## src/rtl/la_pkg.sv

```systemverilog
// Shared definitions for the logic-analyser capture path: FSM states,
// sampler trigger encodings and default capture geometry.
package la_pkg;

  localparam int DEF_ADDR_WIDTH = 10;
  localparam int DEF_DEPTH      = 1 << DEF_ADDR_WIDTH;
  localparam int DEF_POST_TRIG  = 512;

  typedef enum logic [1:0] {
    IDLE,
    PRE,
    POST,
    READ
  } cap_state_e;

  typedef enum logic [1:0] {
    TRIG_NONE,
    TRIG_LEVEL,
    TRIG_RISE,
    TRIG_FALL
  } trig_kind_e;

endpackage

```

## src/rtl/capture_ram.sv

```systemverilog
// Simple dual-port sample RAM: one write port, one synchronous read port
// with registered, enable-held read data (block RAM template).
module capture_ram #(
  parameter int BUS_WIDTH  = 1,
  parameter int ADDR_WIDTH = 10
) (
  input  logic                  clk,
  input  logic                  we,
  input  logic [ADDR_WIDTH-1:0] waddr,
  input  logic [BUS_WIDTH-1:0]  wdata,
  input  logic                  re,
  input  logic [ADDR_WIDTH-1:0] raddr,
  output logic [BUS_WIDTH-1:0]  rdata
);

  logic [BUS_WIDTH-1:0] mem [1 << ADDR_WIDTH];

  // NOTE: no reset on the array or read register; a reset here would
  // prevent mapping onto block RAM.
  always_ff @(posedge clk) begin
    if (we) mem[waddr] <= wdata;
    if (re) rdata <= mem[raddr];
  end

endmodule

```

## src/rtl/capture_buffer.sv

```systemverilog
// Circular pre/post-trigger sample capture with oldest-first valid/ready
// readout through a RAM-latency pipeline and registered output stage.
module capture_buffer
  import la_pkg::*;
#(
  parameter int BUS_WIDTH  = 1,
  parameter int ADDR_WIDTH = DEF_ADDR_WIDTH,
  parameter int POST_TRIG  = DEF_POST_TRIG
) (
  input  logic                  clk,
  input  logic                  rst,
  input  logic                  arm,
  input  logic [BUS_WIDTH-1:0]  Q,
  input  logic [ADDR_WIDTH-1:0] addrq,
  input  logic                  wren,
  input  logic                  trigger,
  output logic                  busy,
  output logic                  done,
  output logic [ADDR_WIDTH-1:0] trig_addr,
  output logic [BUS_WIDTH-1:0]  rd_data,
  output logic                  rd_valid,
  input  logic                  rd_ready,
  output logic                  rd_last
);

  localparam int DEPTH = 1 << ADDR_WIDTH;
  localparam int CW    = ADDR_WIDTH + 1;
  localparam logic [CW-1:0] DEPTH_C  = CW'(DEPTH);
  localparam logic [CW-1:0] FILL_THR = CW'(DEPTH - POST_TRIG);
  localparam logic [CW-1:0] POST_END = CW'(POST_TRIG - 1);

  cap_state_e            state, state_nxt;
  logic [CW-1:0]         fill_cnt, post_cnt, rd_cnt;
  logic [ADDR_WIDTH-1:0] last_addr, rd_ptr;
  logic [BUS_WIDTH-1:0]  ram_q;
  logic                  mid_valid, mid_last;
  logic                  trig_ok, post_end, rd_fire, out_load, issue, ram_we;

  // Middle stage holds the RAM read data; a new read is issued only when
  // that slot is empty or drains into the output register this cycle.
  always_comb begin
    trig_ok  = (state == PRE) && wren && trigger && (fill_cnt >= FILL_THR);
    post_end = (state == POST) && wren && (post_cnt == POST_END);
    rd_fire  = rd_valid && rd_ready;
    out_load = mid_valid && (!rd_valid || rd_ready);
    issue    = (state == READ) && (rd_cnt != DEPTH_C) && (!mid_valid || out_load);
    ram_we   = wren && ((state == PRE) || (state == POST));
  end

  // NOTE: next state defaults to the current state before the case so no
  // path leaves it unassigned (no latch).
  always_comb begin
    state_nxt = state;
    unique case (state)
      IDLE:    if (arm) state_nxt = PRE;
      PRE:     if (trig_ok) state_nxt = POST;
      POST:    if (post_end) state_nxt = READ;
      READ:    if (rd_fire && rd_last) state_nxt = IDLE;
      default: state_nxt = IDLE;
    endcase
  end

  assign busy = (state != IDLE);

  // NOTE: all sequential state uses non-blocking assignment so every
  // register samples pre-edge values regardless of statement order.
  always_ff @(posedge clk) begin
    if (rst) state <= IDLE;
    else     state <= state_nxt;
  end

  always_ff @(posedge clk) begin
    if (rst) begin
      done      <= 1'b0;
      trig_addr <= '0;
      fill_cnt  <= '0;
      post_cnt  <= '0;
      rd_cnt    <= '0;
      last_addr <= '0;
      rd_ptr    <= '0;
      mid_valid <= 1'b0;
      mid_last  <= 1'b0;
      rd_data   <= '0;
      rd_valid  <= 1'b0;
      rd_last   <= 1'b0;
    end else begin
      done <= (state == READ) && rd_fire && rd_last;

      if ((state == IDLE) && arm) begin
        fill_cnt <= '0;
        post_cnt <= '0;
      end
      if ((state == PRE) && wren && (fill_cnt != DEPTH_C)) fill_cnt <= fill_cnt + 1'b1;
      if (trig_ok) trig_addr <= addrq;
      if ((state == POST) && wren) post_cnt <= post_cnt + 1'b1;

      if (post_end) begin
        last_addr <= addrq;
        rd_ptr    <= addrq + 1'b1;
        rd_cnt    <= '0;
      end

      if (issue) begin
        rd_ptr   <= rd_ptr + 1'b1;
        rd_cnt   <= rd_cnt + 1'b1;
        mid_last <= (rd_ptr == last_addr);
      end

      if (issue)         mid_valid <= 1'b1;
      else if (out_load) mid_valid <= 1'b0;

      if (out_load) begin
        rd_data  <= ram_q;
        rd_last  <= mid_last;
        rd_valid <= 1'b1;
      end else if (rd_fire) begin
        rd_valid <= 1'b0;
        rd_last  <= 1'b0;
      end
    end
  end

  capture_ram #(
    .BUS_WIDTH (BUS_WIDTH),
    .ADDR_WIDTH(ADDR_WIDTH)
  ) u_ram (
    .clk  (clk),
    .we   (ram_we),
    .waddr(addrq),
    .wdata(Q),
    .re   (issue),
    .raddr(rd_ptr),
    .rdata(ram_q)
  );

endmodule

```

## config.mk

```make
export PLATFORM = sky130hd
export DESIGN_NAME = capture_buffer
export DESIGN_NICKNAME = d
export VERILOG_FILES = /design/src/rtl/la_pkg.sv /design/src/rtl/capture_ram.sv /design/src/rtl/capture_buffer.sv
export SDC_FILE = /design/constraint.sdc
export NUM_CORES = 2
export LEC_CHECK = 0
export BUFFER_PORTS_ARGS = -buffer_cell sky130_fd_sc_hd__buf_2
export CAP_MARGIN = 20
export CORE_UTILIZATION = 55
export CTS_BUF_LIST = sky130_fd_sc_hd__clkbuf_8
export CTS_CLUSTER_SIZE = 20
export DETAILED_ROUTE_END_ITERATION = 12
export PLACE_DENSITY = 0.79
export SLEW_MARGIN = 10
export SYNTH_ARGS = -nofsm -noshare
export SYNTH_HDL_FRONTEND = slang
export SYNTH_SLANG_ARGS = --single-unit
```

## constraint.sdc

```tcl
create_clock -name clk -period 3.3 [get_ports clk]
set_input_delay 0.33 -clock clk [delete_from_list [all_inputs] [get_ports clk]]
set_output_delay 0.33 -clock clk [all_outputs]
set_load 0.05 [all_outputs]
```

==> metrics.cfg <==
[global_route]
grt_max_degree = 161
grt_pass1_wl_um = 190000
grt_pass1_vias = 30570
track_usage = 0.2908
grt-ovfl-total = 0
antenna_found_initial = 1

[setup_path]
endpoint = u_ram.rdata
reg2reg_from = rd_ptr[0]
worstPathRequired_ns = 3.89
regToRegSetupSlack_ns = 0.09
cp_slowest_cell = mux4_2
critPathTopFamily = multiplexers
setup.worst_path.class = reg2reg
max_stage_delay_ns = 0.56
start_kind = flip-flop
critPathMaxFanout = 30
worst_r2r_endpoint = u_ram.rdata
path_buf_inv = 1
cp.arrival_ns = 3.80
crit_top_cell = mux4_2
ff2ff_path_depth = 9
path_cells = buf_12, mux4_2, mux4_2, nand3_1, o21ai_0, a211oi_2, nor2_1, a22oi_1, nand4_1
crit_cells = 9
cp-end-kind = flip-flop
critical_path.startpoint = rd_ptr[0]

[power_and_ir_drop]
power_leakage_uw = 0.01612
peakVddDrop_mv = 0.3876
p_per_area_nw_per_um2 = 529.6
finalPower_uw = 28460

[cts]
htreeDepth = 4
cts_tree = built
clk_pin_slew_ns = 0.07
cts_buffer_depth = 3
numClockSinks = 1096
cts-root-buf = clkbuf_8
clk_latency_ns = 0.85
cts_made_buffers = 168

[route]
met2WireLength_um = 60820
dr.pass1.iters = 6
drtAntennaViolNets = 0
wl_per_cell_um = 26.48
drt-met1-wl_um = 44910
drtIter0Drc = 5295
vias_per_cell = 6.458
vias = 31660
drc_errors = 0
topRoutingLayerUsed = met4
route.met3.wl_um = 18530
finalWirelength_um = 129800

[sta]
whs_ns = 0.3526
finalCritPeriodShare = 0.9734
setup-violations-final = 0
final_max_slew_viol_count = 0
rsz0062_at_grt = false
finalClockSkew_ns = 0.04895
fin_crit_ns = 3.212
finalHoldViolCount = 0
relSlewSlack = 0.2418
setup_ws_ns = 0.08794
worst_slew_pin_slew_ns = 1.129
fmax_mhz = 311.3

[floorplanning]
die_area_um2 = 88570
rows = 108
initial_core_util = 0.5549
ios = 32
die_w_um = 297.6
die_h_um = 297.6
core_um2 = 86620

[final_layout]
fin_nets = 3659
area_delta_synth_final_pct = 11.83
drive_above_1_share = 0.1923
postLayoutCoreUtil = 0.6205

[min_path]
hold_path_class = in2reg
worstHoldStart = addrq[1]

[logic_synthesis]
seq_area_frac_synth = 0.6700
yosysTopAreaCell = edfxtp_1
synth-edff-count = 1025
async_flop_share = 0
synth_top_area_share = 0.6404
synthCells = 3549
synth-main-ff-cell = edfxtp_1
synth_common_cells = nor2_1 (1092), edfxtp_1 (1025), mux4_2 (224)
netlist_area_um2 = 48060
ys_seq_elements = 1096
synth_cell_types = 74
synth_nets = 3577
synth.avg_cell_area_um2 = 13.54
synthTopCellsByArea = edfxtp_1 (64%), mux4_2 (10%), nor2_1 (8.5%)
synth.most_common_cell = nor2_1
ys_warn_count = 0

[place]
pre_cts_slack_ns = -0.01087
gp_congestion = 0.8711
portBuffers = 31
hpwl_um = 72630

[flow_run]
maxCapViolCount = 0

[outcome]
outcome = completed

-- layout make-up --
cell class                      count  area, µm²
Multi-Input combinational cell   2106      14480
Timing Repair Buffer              242       2490
Clock inverter                    111      684.4
Tap cell                         1155       1445
Sequential cell                  1096      32210
Fill cell                        6045      32870
Inverter                           17      63.81
Antenna cell                        3      7.507
Clock buffer                      172       2367
-- where the power goes --
part / switching (µW) / internal [µW]
Clock: 5330 / 5260
Sequential: 37.1 / 15200
Combinational: 1520 / 1100
Total: 6890 / 21600
-- layer usage --
metal	track usage	vias to the layer above
met5	0	-
met1	0.3811	15650
met3	0.08012	365
met2	0.4559	2433
li1	-	13210
met4	0.1305	0
-- metrics by stage --
step                cell area, µm²  instances  setup TNS (ns)
global placement             50370       4591       -0.008790
floorplan                    48060       3549               0
CTS                          53570       4889               0
finish                       53750       4902               0
global route                 53740       4900               0
detailed placement           50370       4591        -0.01087
-- cell families (layout without fill, tap and decap cells) --
group	after synthesis	after routing	share of synthesized area
xor gates and xnor gates	12	12	0.002187
AOI/OAI and AO/OA	306	306	0.04405
DFF	1096	1096	0.6700
and+or+nand+nor	1435	1435	0.1203
buffers and inverters	347	542	0.03095
other	0	3	0
muxes	342	342	0.1297
adders and majority gates	11	11	0.002863
-- worst min path at each step --
stage               slack, ns           end  cells after the start
global placement         0.44  trig_addr[8]                      2
finish                   0.35  last_addr[1]                      4
global route             0.36  last_addr[1]                      4
detailed placement       0.44  trig_addr[7]                      2
CTS                      0.11     rd_cnt[5]                      2
floorplan                0.43  u_ram.mem[0]                      0
-- state kept, by name, indices dropped and copies added (netlist names) --
name         count
done             1
fill_cnt        11
last_addr       10
mid_last         1
mid_valid        1
post_cnt        11
rd_cnt          11
rd_data          1
rd_last          1
rd_ptr          10
rd_valid         1
state            2
trig_addr       10
u_ram.mem     1024
u_ram.rdata      1
-- cell usage in the layout (no fill, tap or decap), types with 33 or more instances in the layout --
cell type,count
nand2_2,33
o221ai_1,43
edfxtp_1,1025
mux2i_1,113
nand3_1,36
mux4_2,224
nand2_1,152
a21oi_1,82
dfxtp_1,66
inv_1,63
buf_4,141
clkbuf_8,172
buf_12,50
nor2_1,1092
-- tightest hold or removal path, cell delays in order --
cell and delay [ns]:
dlygate4sd3_1 0.53, buf_2 0.18, nand2_1 0.07, a21oi_1 0.06
-- what timing repair did --
item	in CTS	in global routing
resized for setup	1	5
endpoints found under the hold margin	122	13
hold buffers	15	1
setup endpoints to repair	1	1
setup buffers	0	6
gates cloned	0	2
Power figures use the tool's default switching activity.
